## src/rtl/seg_scan_ctrl.sv

```systemverilog
// Multiplexed 7-segment scan controller: ON/GAP time-slicing over NDIG digits with a double-buffered load port.
// Optional leading-zero blanking when the ZERO_SUPPRESS_EN macro is defined.
module seg_scan_ctrl #(
  parameter int unsigned NDIG      = 4,
  parameter int unsigned DWELL_CYC = 12000,
  parameter int unsigned GAP_CYC   = 16
) (
  input  logic                    clk,
  input  logic                    reset,
  input  logic                    enable,
  input  logic                    ld_valid,
  output logic                    ld_ready,
  input  logic [5*NDIG-1:0]       ld_code,
  input  logic [NDIG-1:0]         ld_dp,
  output logic [4:0]              code,
  output logic                    dp,
  output logic [NDIG-1:0]         dig_sel,
  output logic [$clog2(NDIG)-1:0] scan_idx
);

  localparam int unsigned IW   = $clog2(NDIG);
  localparam int unsigned CMAX = (DWELL_CYC > GAP_CYC) ? DWELL_CYC : GAP_CYC;
  localparam int unsigned CW   = $clog2(CMAX + 1);

  typedef enum logic [1:0] {S_IDLE, S_ON, S_GAP} state_t;

  state_t              state_q, state_d;
  logic [CW-1:0]       cnt_q, cnt_d;
  logic [IW-1:0]       idx_q, idx_d;
  logic [5*NDIG-1:0]   act_code_q, act_code_d;
  logic [NDIG-1:0]     act_dp_q, act_dp_d;
  logic [4:0]          code_q, code_d;
  logic                dp_q, dp_d;
  logic [NDIG-1:0]     dig_sel_q, dig_sel_d;
  logic                ld_ready_q, ld_ready_d;
  logic                xfer;
`ifdef ZERO_SUPPRESS_EN
  logic [NDIG-1:0]     supp;
  logic                zrun;
`endif

  // Next state, active-register load and next registered outputs
  always_comb begin
    state_d    = state_q;
    cnt_d      = cnt_q;
    idx_d      = idx_q;
    xfer       = ld_valid & ld_ready_q;
    act_code_d = xfer ? ld_code : act_code_q;
    act_dp_d   = xfer ? ld_dp : act_dp_q;
    code_d     = 5'h1F;
    dp_d       = 1'b0;
    dig_sel_d  = '1;

    case (state_q)
      S_IDLE: begin
        state_d = S_ON;
        cnt_d   = '0;
        idx_d   = '0;
      end
      S_ON: begin
        if (cnt_q == CW'(DWELL_CYC - 1)) begin
          state_d = S_GAP;
          cnt_d   = '0;
        end else begin
          cnt_d = cnt_q + CW'(1);
        end
      end
      S_GAP: begin
        if (cnt_q == CW'(GAP_CYC - 1)) begin
          state_d = S_ON;
          cnt_d   = '0;
          idx_d   = (idx_q == IW'(NDIG - 1)) ? '0 : idx_q + IW'(1);
        end else begin
          cnt_d = cnt_q + CW'(1);
        end
      end
      default: state_d = S_IDLE;
    endcase

    if (!enable) begin
      state_d = S_IDLE;
      cnt_d   = '0;
      idx_d   = '0;
    end

`ifdef ZERO_SUPPRESS_EN
    // A digit is blank when it and every more-significant digit are zero with no dp
    zrun = 1'b1;
    for (int i = NDIG - 1; i >= 0; i--) begin
      zrun    = zrun & (act_code_d[5*i +: 5] == 5'd0) & ~act_dp_d[i];
      supp[i] = zrun & (i != 0);
    end
`endif

    if (state_d == S_ON) begin
      for (int i = 0; i < NDIG; i++) begin
        if (IW'(i) == idx_d) begin
          dig_sel_d[i] = 1'b0;
          code_d       = act_code_d[5*i +: 5];
          dp_d         = act_dp_d[i];
`ifdef ZERO_SUPPRESS_EN
          if (supp[i]) code_d = 5'h1F;
`endif
        end
      end
    end

    ld_ready_d = (state_d != S_ON);
  end

  always_ff @(posedge clk) begin
    if (reset) begin
      state_q    <= S_IDLE;
      cnt_q      <= '0;
      idx_q      <= '0;
      act_code_q <= {NDIG{5'h1F}};
      act_dp_q   <= '0;
      code_q     <= 5'h1F;
      dp_q       <= 1'b0;
      dig_sel_q  <= '1;
      ld_ready_q <= 1'b1;
    end else begin
      state_q    <= state_d;
      cnt_q      <= cnt_d;
      idx_q      <= idx_d;
      act_code_q <= act_code_d;
      act_dp_q   <= act_dp_d;
      code_q     <= code_d;
      dp_q       <= dp_d;
      dig_sel_q  <= dig_sel_d;
      ld_ready_q <= ld_ready_d;
    end
  end

  assign code     = code_q;
  assign dp       = dp_q;
  assign dig_sel  = dig_sel_q;
  assign scan_idx = idx_q;
  assign ld_ready = ld_ready_q;

endmodule

```

## config.mk

```make
export PLATFORM = sky130hd
export DESIGN_NAME = seg_scan_ctrl
export DESIGN_NICKNAME = d
export VERILOG_FILES = /design/src/rtl/seg_scan_ctrl.sv
export SDC_FILE = /design/constraint.sdc
export NUM_CORES = 1
export LEC_CHECK = 0
export BUFFER_PORTS_ARGS = -buffer_cell sky130_fd_sc_hd__buf_4
export CORE_ASPECT_RATIO = 0.6
export CORE_UTILIZATION = 45
export CTS_CLUSTER_SIZE = 12
export DETAILED_ROUTE_END_ITERATION = 8
export GPL_TIMING_DRIVEN = 0
export PLACE_DENSITY = 0.72
export SLEW_MARGIN = 40
export SYNTH_ARGS = -nofsm -noshare
export SYNTH_HDL_FRONTEND = slang
export SYNTH_SLANG_ARGS = --single-unit
```

## constraint.sdc

```tcl
create_clock -name clk -period 3.5 [get_ports clk]
set_clock_uncertainty 0.15 [all_clocks]
set_input_delay 0.35 -clock clk [delete_from_list [all_inputs] [get_ports clk]]
set_output_delay 0.35 -clock clk [all_outputs]
set_load 0.1 [all_outputs]
```

After elaboration in Yosys (flattened, before gate mapping):

Cells that the tools add are included.
W data, S select, Z words.

* memory bits (read-only): 0
* bits in latches: 0
* memories kept: 0
* memory bits (writable): 0
* bits of input ports: 28
* logic and storage cells: 54
* register bits after elaboration: 53

* divide/modulo/power cells: 0
* add/sub/neg operators: 2
* reductions and logical operators: 5
* order comparisons: 0
* eq/ne operators: 10
* multiply operators: 0
* shift-type cells: 0
* bitwise gates (word level): 3
* muxes and demuxes: 25

Operators with widths (number)
* $pmux W14 S3: 1
* $mux W14: 2
* $mux W20: 1
* $mux W5: 4
* $add A14 B1 Y14 const B: 1
* $eq A14 B14 Y1 const B: 1
* $eq A14 B4 Y1 const B: 1
* $mux W2: 6
* $mux W1: 8
* $pmux W2 S3: 1
* $eq A2 B1 Y1 const B: 2
* $eq A2 B2 Y1 const A: 2
* $eq A2 B2 Y1 const B: 2
* $logic_not A2 Y1: 2
* $mux W4: 1
* $pmux W2 S2: 1
* $reduce_or A2 Y1: 2
* $reduce_bool A3 Y1: 1
* $add A2 B1 Y2 const B: 1
* $eq A1 B2 Y1 const A: 1
* $ne A2 B1 Y1 const B: 1
* $not A1 Y1: 2
* $and A1 B1 Y1: 1

Longest topological paths before layout:

Gate-level depths: netlist (run 1).

* word-level depth: 10
* mapped depth: 9
* gate-level depth less buffers: 9

Worst setup path before layout (run 1):

No wires, ideal clock.

* kind: flip-flop to flip-flop
* start: register idx_q[1] (netlist: scan_idx[1])
* end: register code_q[0] (netlist: code[0])
* required time: 3277 ps
* path slack: 293 ps
* data arrival time: 2984 ps
* path buffers: 1
* setup time: 73 ps
* period minus slack after synthesis: 3207 ps
* stages on the path, launching flop included: 9
* cell sequence: dfxtp_1 > ha_1 > and3_1 > a31o_1 > buf_2 > mux2i_4 > mux2_4 > a2111o_1 > o211ai_2

* word-level cells in the longest chain between the ends: 10

Ends and longest elaborated chain
* start: declaration: RTL line 29 `logic [IW-1:0] idx_q, idx_d;`
* start signal: assignment: RTL line 125 `idx_q <= idx_d;`
* $add A2 B1 Y2 / $eq A2 B2 Y1 (equally long branches): RTL line 72 `idx_d = (idx_q == IW'(NDIG - 1)) ? '0 : idx_q + IW'(1);`
* $mux W2: RTL line 72
* $mux W2: RTL line 69 `if (cnt_q == CW'(GAP_CYC - 1)) begin`
* $pmux W2 S2 (*): RTL line 54 `case (state_q)`
* $mux W2 (*): RTL line 80 `if (!enable) begin`
* $logic_not A2 Y1: RTL line 97 `if (IW'(i) == idx_d) begin`
* $mux W5 (3 in series): RTL line 97
* $mux W5 (*): RTL line 97
* end signal: assignment: RTL line 128 `code_q <= code_d;`
* end: declaration: RTL line 32 `logic [4:0] code_q, code_d;`

Every way passes the cells marked *; elsewhere a longest branch is shown, timed or not.
A chain may end at the register's enable or synchronous reset.

Worst setup path in the final report (run 1):

* start: register cnt_q[0]
* end: register code_q[4] (netlist: code[4])

* word-level cells in the longest chain between the ends: 9

Ends and longest elaborated chain
* start: declaration: RTL line 28 `logic [CW-1:0] cnt_q, cnt_d;`
* start signal: assignment: RTL line 124 `cnt_q <= cnt_d;`
* $eq A14 B4 Y1: RTL line 69
* $mux W2: RTL line 69
* $pmux W2 S2: RTL line 54
* $mux W2: RTL line 80
* $logic_not A2 Y1: RTL line 97
* $mux W5 (4 in series): RTL line 97

Several ways; a longest one is shown, not always the timed one.

==> metrics.md, run 1 <==
| Metric | Value |
|---|---|
| Crit start category | `flop` |
| Post-CTS setup-driven buffer insertion count | `0` |
| Synth warnings | `0` |
| Post-Synth Adder-Cell Area | `3.08%` |
| Antenna-violating nets left | `0` |
| Portion of netlist area occupied by mux cells | `9.21%` |
| DR top layer | `met4` |
| Result of the run | `finished clean` |
| Overflow left after global routing | `0` |
| Slew @ Worst Pin | `0.709 ns` |
| Number of buffers added on ports | `39` |
| Global-route wire length before repair | `12,400 microns` |
| Critical Path Sink | `code[4]` |
| Share of post-route cells with drive strength above 1 | `18.5%` |
| Wire length per cell | `16.9 microns` |
| Metal3 WL | `770 microns` |
| Post-DR vias/cell | `5.85` |
| Fraction of the yosys area taken by sequential cells | `37.4%` |
| Final standard cell count with taps included and fillers excluded | `459` |
| Crit Path Max Fanout | `10` |
| Pwr Density | `354 nW/um^2` |
| Final net count | `413` |
| FF-to-FF setup slack | `0.56 ns` |
| Arrival time of the worst setup path | `3.04 ns` |
| Slowest cell on crit path | `sky130_fd_sc_hd__mux2i_2` |
| Final setup violation count | `0` |
| Horizontal die dimension | `105 microns` |
| Largest net degree at the start of global routing | `17` |
| Critical R2R Launch | `cnt_q[0]` |
| Mapped Avg Cell Area | `8.55 sq um` |
| Setup slack of the critical path after layout | `0.555 ns` |
| FF-to-FF End | `code[4]` |
| Vias after detailed routing | `2,684` |
| Final period utilization | `84.1%` |
| Share of synthesized flip-flops with an asynchronous set or reset | `0%` |
| Fin. Hold Viols | `0` |
| DRC violations left | `0` |
| Aggregate routed wire length | `7740 microns` |
| GR Util All Layers | `24.1%` |
| Post-place instance area | `3230 sq um` |
| Die Outline Area | `6640 sq um` |
| TritonCTS clock tree | `yes` |
| Crit Path Category | `flop to flop` |
| Post-CTS clock slew at the launch and capture registers of the worst setup and hold paths | `0.10 ns` |
| Placer's final routability congestion estimate | `0.928` |
| Design Area, Final | `3330 sq um` |
| Worst vdd ir | `0.176 mV` |
| Standard cell core area | `5830 sq um` |
| Post-placement cell count | `451` |
| Most common flop cell mapped by yosys | `sky130_fd_sc_hd__dfxtp_1` |
| Most used cells in the layout excluding fill and tap cells | `sky130_fd_sc_hd__nor2_1, sky130_fd_sc_hd__dfxtp_1, sky130_fd_sc_hd__buf_4, sky130_fd_sc_hd__nand2_1, sky130_fd_sc_hd__o21bai_1` |
| Dominant combinational cell family by area after synthesis | `compound AO/OA/AOI/OAI gates` |
| Vertical extent of the die | `63.5 microns` |
| Cell Chain, Critical Path | `ha_1, and3_1, and4_1, buf_6, mux2i_2, mux2_4, a2111o_1, o211ai_2` |
| Area fraction in compound gates after synthesis | `23.9%` |
| Peak per-stage delay on the critical path | `0.59 ns` |
| RSZ-0062 raised after global routing | `no` |
| Net count after synthesis | `367` |
| Class of the tightest hold or removal check | `input port to flop` |
| Number of detailed-route iterations in the first pass | `5` |
| Post-Synth Simple-Gate Area | `21.5%` |
| Static leakage power | `1.36 nW` |
| Accumulated negative setup slack | `0 ns` |
| DPL Wire Length | `5900 microns` |
| Number of buffers created by CTS | `5` |
| Layout overhead on the synthesized area | `17.2%` |
| Initial DRC Count | `302` |
| Endpoint required time on the critical path | `3.60 ns` |
| Row Count | `21` |
| Synthesized-area fraction occupied by xor and xnor cells | `1.23%` |
| Hold-fix buffer count after cts | `0` |
| Buffers from clock root to sink, at most | `2` |
| Number of gates resized after cts | `0` |
| Total length of routed met2 wires | `2880 microns` |
| Number of synthesized flops with an enable pin | `0` |
| Number of maximum-capacitance violations | `0` |
| Final cell utilization of the core | `57.1%` |
| Effective utilization at floorplan | `48.7%` |
| Depth of the worst register-to-register path | `8` |
| Minimum clock period | `2.94 ns` |
| Final count of pins violating max slew | `0` |
| Top achievable clock speed | `0.340 GHz` |
| Start point of the critical path | `cnt_q[0]` |
| Number of antenna repair diodes | `0` |
| Initial antenna violation count | `0` |
| Synth Cell Area | `2840 sq um` |
| Number of clock sinks seen by CTS | `53` |
| Endpoint class of the critical path | `flop` |
| Most common library cell in the layout ignoring fill and taps | `sky130_fd_sc_hd__nor2_1` |
| Via count of the first global-routing pass | `2,398` |
| Master cell of the clock root buffer | `sky130_fd_sc_hd__clkbuf_8` |
| M1 wire length | `4010 microns` |
| DP Worst Slack | `0.650 ns` |
| Clock latency on the worst-skew pair | `0.31 ns` |
| Post-synthesis instance total | `332` |
| Count of boundary I/O pins | `41` |
| Worst max-slew margin expressed relative to the limit | `52.6%` |
| Number of H-tree levels | `2` |
| Flop and latch count out of synthesis | `53` |
| Unique cell type count in the Yosys netlist | `52` |
## synthesized netlist by cell type (4+ instances only)
cell type | number | share of area (%)
sky130_fd_sc_hd__a2111o_1 | 5 | 2.0
sky130_fd_sc_hd__o31ai_1 | 4 | 1.1
sky130_fd_sc_hd__a22oi_1 | 4 | 1.1
sky130_fd_sc_hd__nor3_1 | 11 | 1.9
sky130_fd_sc_hd__and3_1 | 9 | 2.0
sky130_fd_sc_hd__o22ai_1 | 10 | 2.2
sky130_fd_sc_hd__inv_1 | 5 | 0.66
sky130_fd_sc_hd__mux2_4 | 5 | 2.6
sky130_fd_sc_hd__a21oi_1 | 5 | 0.88
sky130_fd_sc_hd__o211ai_2 | 5 | 2.2
sky130_fd_sc_hd__dfxtp_1 | 53 | 37
sky130_fd_sc_hd__nor2_1 | 59 | 7.8
sky130_fd_sc_hd__nand3_1 | 12 | 2.1
sky130_fd_sc_hd__nand2_1 | 27 | 3.6
sky130_fd_sc_hd__a221o_1 | 5 | 1.8
sky130_fd_sc_hd__buf_2 | 4 | 0.70
sky130_fd_sc_hd__nand2b_1 | 5 | 1.1
sky130_fd_sc_hd__mux2i_1 | 15 | 5.3
sky130_fd_sc_hd__o21ai_1 | 12 | 2.1
sky130_fd_sc_hd__clkbuf_1 | 12 | 1.6
sky130_fd_sc_hd__o21bai_1 | 20 | 5.3
sky130_fd_sc_hd__ha_1 | 7 | 3.1
## metrics by stage
step,total power [W],hold slack (ns)
3_5_place_dp,0.000820,0.327
4_1_cts,0.00118,0.136
6_report,0.00118,0.138
5_1_grt,0.00123,0.141
2_1_floorplan,0.000758,0.298
3_3_place_gp,0.000816,0.317
## registers in the layout, indices dropped and copies added (netlist names)
name        count
act_code_q     20
cnt_q          14
code            5
act_dp_q        4
dig_sel         4
scan_idx        2
state_q         2
dp              1
ld_ready        1
## area by class of cell
type | count | area (sq um)
fillers | 541 | 2500
repair buffers | 39 | 293
inverters | 6 | 22.5
clock buffers | 6 | 82.6
plain buffers | 18 | 83.8
flip-flops and latches | 53 | 1060
multi-input cells | 255 | 1670
clock inverters | 2 | 13.8
well taps | 80 | 100
## power breakdown
part | leakage (nW) | switching [W] | internal (W)
Clock | 0.0512 | 0.000210 | 0.000161
Sequential | 0.433 | 0.0000125 | 0.000624
Combinational | 0.874 | 0.000108 | 0.0000647
Total | 1.36 | 0.000330 | 0.000850
## per-layer routing
layer | track usage (%) | up-vias
li1 | - | 1297
met1 | 38.7 | 1236
met2 | 30.8 | 142
met3 | 5.59 | 9
met4 | 5.89 | 0
met5 | 0 | -
## worst max-delay path, delay by kind of cell (launching register included)
family	cells	cell delay [ns]
and+or+nand+nor	2	0.52
DFF	1	0.41
buffers and inverters	1	0.13
AOI/OAI and AO/OA	2	0.49
muxes	2	0.94
adders and majority gates	1	0.24
## kinds of logic (layout without fill, tap and decap cells)
logic type | count (synthesis) | after routing
multiplexers | 22 | 22
AND/OR/NAND/NOR | 135 | 135
AO/OA/AOI/OAI | 87 | 87
XOR/XNOR | 4 | 4
buffers and inverters | 24 | 71
flip-flops | 53 | 53
adder cells (fa/ha/maj) | 7 | 7
## worst min-delay path by stage
stage                     slack (ns)        endpoint  cells after the start      startpoint
after global placement          0.32     act_dp_q[3]                      2     act_dp_q[3]
after CTS                       0.14     act_dp_q[1]                      3        ld_dp[1]
after global routing            0.14     act_dp_q[2]                      3        ld_dp[2]
after floorplan                 0.30     act_dp_q[1]                      2     act_dp_q[1]
final                           0.14     act_dp_q[2]                      3        ld_dp[2]
after detailed placement        0.33  act_code_q[18]                      2  act_code_q[18]
Power figures use the tool's default switching activity.
==> inputs of run 2 (changes only) <==
Clock period 3.5 ns to 2.8 ns, I/O delays scaled along.
==> run 2 against run 1 <==
  * Cell count increased by 0.65%
  * Critical path type unchanged
  * First-iteration DRC count up 21%
  * Sequential share of layout area decreased by 0.13 points
  * Clock-buffer cell count unchanged
  * Highest routed layer unchanged
  * Worst setup slack got worse by 0.49 ns
  * Sequential power up 25%
  * Critical path depth grew 1
  * Via count increased by 3.1%
  * Non-clock buffer count is 3 higher
  * Global-route usage fell by 0.78 points
==> metrics.md, run 2 (synthesis gave the netlist of run 1 again) <==
| Metric | Value |
|---|---|
| Result of the run | `finished clean` |
| Arrival time of the worst setup path | `2.82 ns (-0.22 ns)` |
| TritonCTS clock tree | `yes` |
| Number of flip-flops in the largest register | `20 (unchanged)` |
| FF-to-FF setup slack | `0.07 ns (-0.49 ns)` |
| Worst max-slew margin expressed relative to the limit | `53.7% (+1.1 points)` |
| Minimum clock period | `2.73 ns (-0.213 ns)` |
| Aggregate routed wire length | `7670 microns (-0.85%)` |
| Wire length per cell | `16.6 microns (-1.5%)` |
| Worst-case hold slack | `0.0717 ns (-0.0667 ns)` |
| Effective utilization at floorplan | `48.7% (unchanged)` |
| Buffers from clock root to sink, at most | `2 (unchanged)` |
| Number of antenna repair diodes | `0 (unchanged)` |
| FF-to-FF End | `code[3]` |
| Hold EP | `act_dp_q[2]` |
| Worst hold path cell count | `3 (unchanged)` |
| Placer's final routability congestion estimate | `0.896 (-3.5%)` |
| Endpoint required time on the critical path | `2.89 ns (-0.71 ns)` |
| Endpoint class of the critical path | `flop` |
| Final count of pins violating max slew | `0 (unchanged)` |
| Critical R2R Launch | `state_q[0]` |
| Crit start category | `flop` |
| Most common library cell in the layout ignoring fill and taps | `sky130_fd_sc_hd__nor2_1` |
| Number of detailed-route iterations in the first pass | `5 (unchanged)` |
| Post-DR vias/cell | `5.99 (+2.4%)` |
| Class of the tightest hold or removal check | `input port to flop` |
| Fin. Hold Viols | `0 (unchanged)` |
| Number of buffers added on ports | `39 (unchanged)` |
| Overflow left after global routing | `0 (unchanged)` |
| Post-CTS clock slew at the launch and capture registers of the worst setup and hold paths | `0.10 ns (about the same)` |
| Number of maximum-capacitance violations | `0 (unchanged)` |
| Final period utilization | `97.6% (+13 points)` |
| Initial DRC Count | `366 (+21%)` |
| Number of buffers created by CTS | `5 (unchanged)` |
| Crit Path Category | `flop to flop` |
| Vias after detailed routing | `2,767 (+3.1%)` |
| Total power draw | `0.00147 W (+25%)` |
| Via count of the first global-routing pass | `2,324 (-3.1%)` |
| DRC violations left | `0 (unchanged)` |
| Worst vdd ir | `0.279 mV (+58%)` |
| Top achievable clock speed | `0.366 GHz (+7.8%)` |
| Pwr Density | `435 nW/um^2 (+23%)` |
| Final net count | `416 (+0.73%)` |
| Crit Path Max Fanout | `8 (-2)` |
| Slew @ Worst Pin | `0.692 ns (-0.0166 ns)` |
| Most flop-heavy register | `act_code_q` |
| Master cell of the clock root buffer | `sky130_fd_sc_hd__clkbuf_8` |
| Hold-fix buffer count after cts | `0 (unchanged)` |
| Row Count | `21 (unchanged)` |
| Min-Delay Startpoint | `ld_dp[2]` |
| Count of boundary I/O pins | `41 (unchanged)` |
| GR Util All Layers | `23.3% (-0.78 points)` |
| Static leakage power | `1.37 nW (+0.91%)` |
| Number of H-tree levels | `2 (unchanged)` |
| Initial antenna violation count | `0 (unchanged)` |
| Clock latency on the worst-skew pair | `0.31 ns (about the same)` |
| Antenna-violating nets left | `0 (unchanged)` |
| Layout overhead on the synthesized area | `18.9%` |
| Standard cell core area | `5830 sq um (unchanged)` |
| Die Outline Area | `6640 sq um (unchanged)` |
| Depth of the worst register-to-register path | `9 (+1)` |
| Share of post-route cells with drive strength above 1 | `21.2% (+2.7 points)` |
| Largest net degree at the start of global routing | `17 (unchanged)` |
| Final setup violation count | `0 (unchanged)` |
| Global-route wire length before repair | `12,100 microns (-2.3%)` |
| Number of clock sinks seen by CTS | `53 (unchanged)` |
| DPL Wire Length | `5810 microns (-1.5%)` |
| Most used cells in the layout excluding fill and tap cells | `sky130_fd_sc_hd__nor2_1, sky130_fd_sc_hd__dfxtp_1, sky130_fd_sc_hd__buf_4, sky130_fd_sc_hd__nand2_1, sky130_fd_sc_hd__o21bai_1` |
| Horizontal die dimension | `105 microns (unchanged)` |
| Vertical extent of the die | `63.5 microns (unchanged)` |
-- run 2: cell count changes in the layout (fill, tap and decap cells not counted), sizes merged --
cell  delta
buf      +3
-- run 2: cell type report --
cell class	instances	area, sq um
tap	80	100
buffer	18	83.8
fill	530	2450
clock inverter	2	13.8
clock buffer	6	82.6
sequential	53	1070
inverter	6	22.5
multi-input combinational	255	1690
timing repair buffer	42	315
-- run 2: repair_timing --
| action | 4_1_cts | 5_1_grt |
|---|---|---|
| setup buffers | 2 | 1 |
| endpoints found under the setup margin | 5 | 6 |
| resized for setup | 1 | 6 |
| gates cloned | 0 | 0 |
| pin swaps | 0 | 0 |
-- run 2: where the power goes --
group          total, W  internal, W  switching, W
Sequential     0.000794     0.000779     0.0000152
Combinational  0.000215    0.0000810      0.000134
Clock          0.000461     0.000201      0.000259
-- run 2: layer usage --
| layer | global-route usage, % | vias up | wire length, microns | share of wire, % |
|---|---|---|---|---|
| met2 | 30.3 | 169 | 2850 | 37 |
| li1 | - | 1311 | - | - |
| met5 | 0 | - | 0 | 0 |
| met3 | 4.24 | 2 | 806 | 11 |
| met4 | 3.93 | 0 | 21 | 0.27 |
| met1 | 38.4 | 1285 | 4000 | 52 |
-- run 2: worst max-delay path by stage --
stage                     slack (ns)  cells past startpoint  endpoint   startpoint
final                           0.07                      9   code[3]   state_q[0]
after global routing          -0.004                      9   code[3]   state_q[0]
after CTS                      0.004                      8   code[3]     cnt_q[0]
after detailed placement       -0.08                      8   code[4]     cnt_q[0]
after global placement         -0.04                      8   code[4]     cnt_q[0]
after floorplan                 0.15                      8   code[0]  scan_idx[1]
-- run 2: critical path, cell delays in order (launching register included) --
cell,delay (ns)
sky130_fd_sc_hd__dfxtp_2,0.38
sky130_fd_sc_hd__inv_1,0.07
sky130_fd_sc_hd__ha_1,0.24
sky130_fd_sc_hd__and3_1,0.19
sky130_fd_sc_hd__a31o_1,0.19
sky130_fd_sc_hd__buf_2,0.20
sky130_fd_sc_hd__mux2i_4,0.35
sky130_fd_sc_hd__mux2_4,0.33
sky130_fd_sc_hd__a2111o_1,0.47
sky130_fd_sc_hd__o211ai_2,0.10
-- run 2: through the flow --
stage                     area, sq um  util [%]  setup WS (ns)  instances   TNS, ns
after detailed placement         3240      55.6        -0.0765        451    -0.105
after CTS                        3360      57.6        0.00439        461         0
after global routing             3380      57.9       -0.00421        462  -0.00421
after floorplan                  2850         -          0.153        332         0
final                            3380      57.9         0.0686        462         0
after global placement           3240      55.6        -0.0450        451    -0.102
